File: src/rtl/chart_playback_engine_if.sv
// Handshake and data bundle between the chart playback engine and its surroundings.
// The engine takes the slave side; the player/storage/record-writer side takes the master side.
interface chart_playback_engine_if;
  logic        start;
  logic        abort;
  logic [15:0] note_cnt;
  logic [15:0] note_idx;
  logic [8:0]  note_in;
  logic [8:0]  keys;
  logic [8:0]  cur_note;
  logic        busy;
  logic [15:0] score;
  logic        rec_valid;
  logic        rec_ready;
  logic        done;

  modport master (
    output start, abort, note_cnt, note_in, keys, rec_ready,
    input  note_idx, cur_note, busy, score, rec_valid, done
  );

  modport slave (
    input  start, abort, note_cnt, note_in, keys, rec_ready,
    output note_idx, cur_note, busy, score, rec_valid, done
  );
endinterface

File: src/rtl/chart_playback_engine.sv
// Steps through a stored chart at TICK_DIV clocks per step, scores exact key matches
// and hands the final score to a record writer over a valid/ready handshake.
module chart_playback_engine #(
  parameter int TICK_DIV = 25_000_000,
  parameter int HIT_PTS  = 10
) (
  input  logic                   clk,
  input  logic                   sys_rst,
  chart_playback_engine_if.slave bus
);

  localparam int               DIV_W    = $clog2(TICK_DIV);
  localparam logic [DIV_W-1:0] DIV_LAST = DIV_W'(TICK_DIV - 1);
  localparam logic [DIV_W-1:0] DIV_LOAD = DIV_W'(1);
  localparam logic [16:0]      HIT_ADD  = 17'(HIT_PTS);

  typedef enum logic [1:0] {IDLE, PLAY, REPORT} state_t;

  state_t           state;
  state_t           state_next;
  logic [DIV_W-1:0] div;
  logic [15:0]      cnt;
  logic [15:0]      note_idx;
  logic [8:0]       cur_note;
  logic [15:0]      score;
  logic             rec_valid;
  logic             done;

  logic             step_end;
  logic             last_step;
  logic             hit;
  logic             start_ok;
  logic [16:0]      score_sum;

  assign step_end  = (state == PLAY) && (div == DIV_LAST);
  assign last_step = (note_idx == cnt - 16'd1);
  assign hit       = (cur_note != 9'd0) && (bus.keys == cur_note);
  assign score_sum = {1'b0, score} + HIT_ADD;
  assign start_ok  = (state == IDLE) && bus.start && !bus.abort;

  always_ff @(posedge clk or posedge sys_rst) begin
    if (sys_rst) state <= IDLE;
    else         state <= state_next;
  end

  always_comb begin
    state_next = state;
    case (state)
      IDLE: begin
        if (start_ok) state_next = (bus.note_cnt == 16'd0) ? REPORT : PLAY;
      end
      PLAY: begin
        if (bus.abort)                 state_next = IDLE;
        else if (step_end && last_step) state_next = REPORT;
      end
      REPORT: begin
        if (bus.abort || bus.rec_ready) state_next = IDLE;
      end
      default: state_next = IDLE;
    endcase
  end

  // The chart length is latched at start so the storage side may change it mid-game.
  always_ff @(posedge clk or posedge sys_rst) begin
    if (sys_rst) begin
      div       <= '0;
      cnt       <= '0;
      note_idx  <= '0;
      cur_note  <= '0;
      score     <= '0;
      rec_valid <= 1'b0;
      done      <= 1'b0;
    end else begin
      done <= 1'b0;
      case (state)
        IDLE: begin
          if (start_ok) begin
            div       <= '0;
            cnt       <= bus.note_cnt;
            note_idx  <= '0;
            cur_note  <= '0;
            score     <= '0;
            rec_valid <= (bus.note_cnt == 16'd0);
          end
        end
        PLAY: begin
          if (bus.abort) begin
            div      <= '0;
            cur_note <= '0;
          end else begin
            div <= step_end ? '0 : div + DIV_W'(1);
            if (div == DIV_LOAD) cur_note <= bus.note_in;
            if (step_end) begin
              if (hit) score <= score_sum[16] ? 16'hFFFF : score_sum[15:0];
              if (last_step) begin
                cur_note  <= '0;
                rec_valid <= 1'b1;
              end else begin
                note_idx <= note_idx + 16'd1;
              end
            end
          end
        end
        REPORT: begin
          if (bus.abort) begin
            rec_valid <= 1'b0;
          end else if (bus.rec_ready) begin
            rec_valid <= 1'b0;
            done      <= 1'b1;
          end
        end
        default: ;
      endcase
    end
  end

  assign bus.note_idx  = note_idx;
  assign bus.cur_note  = cur_note;
  assign bus.busy      = (state != IDLE);
  assign bus.score     = score;
  assign bus.rec_valid = rec_valid;
  assign bus.done      = done;

endmodule

File: src/flat_wrapper.sv
// flat-port wrapper written by rule: the top's interface ports become plain ports
module chart_playback_engine_flat 
#(
  parameter int TICK_DIV = 25_000_000,
  parameter int HIT_PTS  = 10
)
  (clk, sys_rst, bus_start, bus_abort, bus_note_cnt, bus_note_in, bus_keys, bus_rec_ready, bus_note_idx, bus_cur_note, bus_busy, bus_score, bus_rec_valid, bus_done);
  chart_playback_engine_if bus_i ();
  input  logic clk;
  input  logic sys_rst;
  input wire logic [$bits(bus_i.start)-1:0] bus_start;
  input wire logic [$bits(bus_i.abort)-1:0] bus_abort;
  input wire logic [$bits(bus_i.note_cnt)-1:0] bus_note_cnt;
  input wire logic [$bits(bus_i.note_in)-1:0] bus_note_in;
  input wire logic [$bits(bus_i.keys)-1:0] bus_keys;
  input wire logic [$bits(bus_i.rec_ready)-1:0] bus_rec_ready;
  output wire logic [$bits(bus_i.note_idx)-1:0] bus_note_idx;
  output wire logic [$bits(bus_i.cur_note)-1:0] bus_cur_note;
  output wire logic [$bits(bus_i.busy)-1:0] bus_busy;
  output wire logic [$bits(bus_i.score)-1:0] bus_score;
  output wire logic [$bits(bus_i.rec_valid)-1:0] bus_rec_valid;
  output wire logic [$bits(bus_i.done)-1:0] bus_done;
  assign bus_i.start = bus_start;
  assign bus_i.abort = bus_abort;
  assign bus_i.note_cnt = bus_note_cnt;
  assign bus_i.note_in = bus_note_in;
  assign bus_i.keys = bus_keys;
  assign bus_i.rec_ready = bus_rec_ready;
  assign bus_note_idx = bus_i.note_idx;
  assign bus_cur_note = bus_i.cur_note;
  assign bus_busy = bus_i.busy;
  assign bus_score = bus_i.score;
  assign bus_rec_valid = bus_i.rec_valid;
  assign bus_done = bus_i.done;
  chart_playback_engine #(.TICK_DIV(TICK_DIV), .HIT_PTS(HIT_PTS)) u_core (.clk(clk), .sys_rst(sys_rst), .bus(bus_i));
endmodule
File: config.mk
export PLATFORM = sky130hd
export DESIGN_NAME = chart_playback_engine_flat
export DESIGN_NICKNAME = d
export VERILOG_FILES = /design/src/rtl/chart_playback_engine_if.sv /design/src/rtl/chart_playback_engine.sv /design/src/flat_wrapper.sv
export SDC_FILE = /design/constraint.sdc
export NUM_CORES = 1
export LEC_CHECK = 0
export ABC_AREA = 0
export BUFFER_PORTS_ARGS = -buffer_cell sky130_fd_sc_hd__buf_2
export CORE_UTILIZATION = 46
export DETAILED_ROUTE_END_ITERATION = 8
export HOLD_SLACK_MARGIN = 0.08
export MAX_ROUTING_LAYER = met4
export PLACE_DENSITY = 0.67
export SETUP_SLACK_MARGIN = 0.02
export SLEW_MARGIN = 20
export SYNTH_ARGS = -nofsm -noshare
export SYNTH_HDL_FRONTEND = slang
export SYNTH_SLANG_ARGS = --single-unit
File: constraint.sdc
create_clock -name clk -period 3.6 [get_ports clk]
set_input_delay 0 -clock clk [delete_from_list [all_inputs] [get_ports clk]]
set_output_delay 0 -clock clk [all_outputs]
set_load 0.02 [all_outputs]
==> results.sh <==
export IMPL_tns_ps=0
export IMPL_n_antenna_cell=0
export IMPL_cts_setup_buffers=0
export IMPL_intPower_uw=2120
export IMPL_fillCellCount=987
export IMPL_start_util_pct=47.2
export IMPL_grt_start_max_net_pins=57
export IMPL_power_density_nw_per_um2=567
export IMPL_drcViolationCount=0
export IMPL_grt_use_total_pct=25.1
export IMPL_dpl_cell_count=790
export IMPL_root_buffer="clkbuf_8"
export IMPL_crit_slowest_cell="o31ai_2"
export IMPL_vias=4718
export IMPL_dieWidth_um=107
export IMPL_skew_ps=16.2
export IMPL_grt_pass1_vias=4537
export IMPL_crit_fanout=10
export IMPL_portBuffers=82
export IMPL_synth_avg_cell_area_um2=8.79
export IMPL_fin_area_um2=6200
export IMPL_antenna_found_initial=0
export IMPL_min_path_type="in2reg"
export IMPL_slowest_delay_ps=640
export IMPL_worstPathArrival_ps=3390
export IMPL_layout_cells_non_filler=834
export IMPL_synth_ff_latch_count=86
export IMPL_vias_per_cell=5.66
export IMPL_finalPower_uw=3520
export IMPL_p_leak_uw=0.00297
export IMPL_period_needed_ps=3090
export IMPL_num_io_pins=83
export IMPL_rows=38
export IMPL_fmax_ghz=0.324
export IMPL_clock_latency_ps=370
export IMPL_path_class="reg2reg"
export IMPL_yosys_warnings=0
export IMPL_cp_start_kind="register"
export IMPL_antenna_left=0
export IMPL_synth_async_reset_ratio_pct=100
export IMPL_dp_hpwl_um=9310
export IMPL_cts_buffer_depth=2
export IMPL_combPwrFrac_pct=36.7
export IMPL_wirelength_um=13300
export IMPL_clock_sinks=86
export IMPL_synth_edf_count=0
export IMPL_drive_above_1_share_pct=18.2
export IMPL_nets=738
export IMPL_die_area_um2=11600
export IMPL_grt_pass1_wl_um=22100
export IMPL_rsz0062_at_grt="false"
export IMPL_synth_top_cell_by_area="dfrtp_1"
export IMPL_sequentialPowerShare_pct=39.5
export IMPL_routabilityCongestion=0.943
export IMPL_syn_nets=630
export IMPL_clkTransAtPathRegs_ps=90
export IMPL_peakVddDrop_uv=352
export IMPL_crit_buf_inv=1
export IMPL_synth_cell_area_um2=5120
export IMPL_cts_tree="yes"
export IMPL_timing_final_crit_share_pct=85.7
export IMPL_die_y_um=107
export IMPL_holdWs_ps=262
export IMPL_seq_area_frac_synth_pct=42.0
export IMPL_setup_violations=0
export IMPL_syn_to_final_growth_pct=21.2
export IMPL_worstMarginPinSlew_ps=770
export IMPL_dpl_cell_area_um2=5660
export IMPL_htreeDepth=3
export IMPL_cts_made_buffers=9
export IMPL_first_pass_iters=5
export IMPL_max_slew_margin_pct=48.4
export IMPL_power_net_switching_uw=1400
export IMPL_synth_commonest_cells="dfrtp_1, nand2_1, nor2_1, o21ai_0"
export IMPL_wl_per_cell_um=15.9
export IMPL_status="complete, no violations"
export IMPL_gr_total_overflow=0
export IMPL_hold_violations=0
export IMPL_synth_area_leaders="dfrtp_1, nand2_1, xnor2_1"
export IMPL_crit_path_end_kind="register"
export IMPL_drtIter0Drc=292
export IMPL_cap_violations=0
export IMPL_post_synth_top_count_cell="dfrtp_1"
export IMPL_core_um2=10800
export IMPL_swShare_pct=39.8
export IMPL_drv_slew=0
export IMPL_ys_types=64
export IMPL_syn_inst=582
export IMPL_ys_flop_type="dfrtp_1"
export IMPL_yosysTopAreaCellShare_pct=42.0
export IMPL_cts_repair_resized=0
export IMPL_path_cells="inv_1 -> ha_1 -> nor3b_1 -> nand3b_1 -> xnor2_1 -> nor4b_1 -> and4_1 -> o31ai_2 -> a22o_1"
export IMPL_critical_path_top_delay_family="simple AND/OR/NAND/NOR gates"
export IMPL_cp_required_ps=3910
export IMPL_clockPowerShare_pct=23.8
## repair_timing
item | CTS | global route
endpoints found under the hold margin | 82 | 0
hold buffers | 29 | 0
endpoints found under the setup margin | 0 | 0
## metrics by stage
| stage | setup slack, ps | utilization [%] |
|---|---|---|
| floorplan | 831 | - |
| global placement | 798 | 52.3 |
| detailed placement | 574 | 52.3 |
| CTS | 531 | 57.2 |
| global route | 296 | 57.2 |
| finish | 515 | 57.2 |
## cell families (layout without fill, tap and decap cells)
logic type / Yosys count / count (layout) / share of synthesized area, %
and+or+nand+nor: 277 / 277 / 27.9
AOI/OAI and AO/OA: 102 / 102 / 13.3
DFF: 86 / 86 / 42.0
xor gates and xnor gates: 50 / 50 / 8.56
buffers and inverters: 48 / 160 / 3.96
muxes: 10 / 10 / 1.98
adders and majority gates: 9 / 9 / 2.20
## flip-flops by register name, indices dropped and copies added, names as in the netlist
signal / count
u_core.div: 25
u_core.bus.note_idx: 16
u_core.bus.score: 16
u_core.cnt: 16
u_core.bus.cur_note: 9
u_core.state: 2
u_core.bus.done: 1
u_core.bus.rec_valid: 1
## cell type report
| cell class | instances | area, um2 | share of cell area (%) |
|---|---|---|---|
| clock buffer | 10 | 138 | 2.22 |
| clock inverter | 5 | 108 | 1.73 |
| inverter | 25 | 96.3 | 1.55 |
| tap | 140 | 175 | 2.82 |
| timing repair buffer | 120 | 768 | 12.4 |
| multi-input combinational | 448 | 2770 | 44.6 |
| sequential | 86 | 2150 | 34.7 |
## path summary, 6_finish.rpt
kind                                          start                endpoint  slack [ps]  depth (start not counted)
worst max register to register        u_core.cnt[0]  u_core.bus.cur_note[2]         510                          9
max in group asynchronous                   sys_rst           u_core.cnt[9]        2440                          4
worst min-delay path                    bus_keys[8]     u_core.bus.score[0]         260                          6
worst min register to register  u_core.bus.score[0]     u_core.bus.score[0]         520                          2
worst max-delay path                  u_core.cnt[0]  u_core.bus.cur_note[2]         510                          9
min in group asynchronous                   sys_rst          u_core.div[17]         280                          3
## placed cells by master, fill, tap and decap left out, drive strengths merged, types with 10 or more instances in the layout
master,count
nor3,16
inv,25
dlygate4sd3,29
nand2,85
clkbuf,10
nand3,26
o21ai,29
a21oi,22
nand4,15
xnor2,26
xor2,24
buf,91
and3,17
nor4,20
dfrtp,86
nor2,55
## layer usage
metal	track usage (%)	wire, um	up-vias	share of wire [%]
li1	-	-	2291	-
met3	4.42	455	26	3.4
met5	-	0	-	0
met2	39.7	6420	97	48
met4	10.8	328	0	2.5
met1	31.7	6080	2304	46
## power groups by stage
stage	clock [uW]	combinational, uW	sequential, uW
floorplan	0	946	1350
global placement	0	1220	1400
detailed placement	0	1260	1410
CTS	856	1290	1390
global route	894	1460	1420
finish	838	1290	1390
## worst min-delay path: cells and delay by family
kind / cells / cell delay (ps)
simple gates: 2 / 110
compound gates: 3 / 380
buf+inv: 1 / 100
Note: power is estimated with default switching activity, not from simulation.
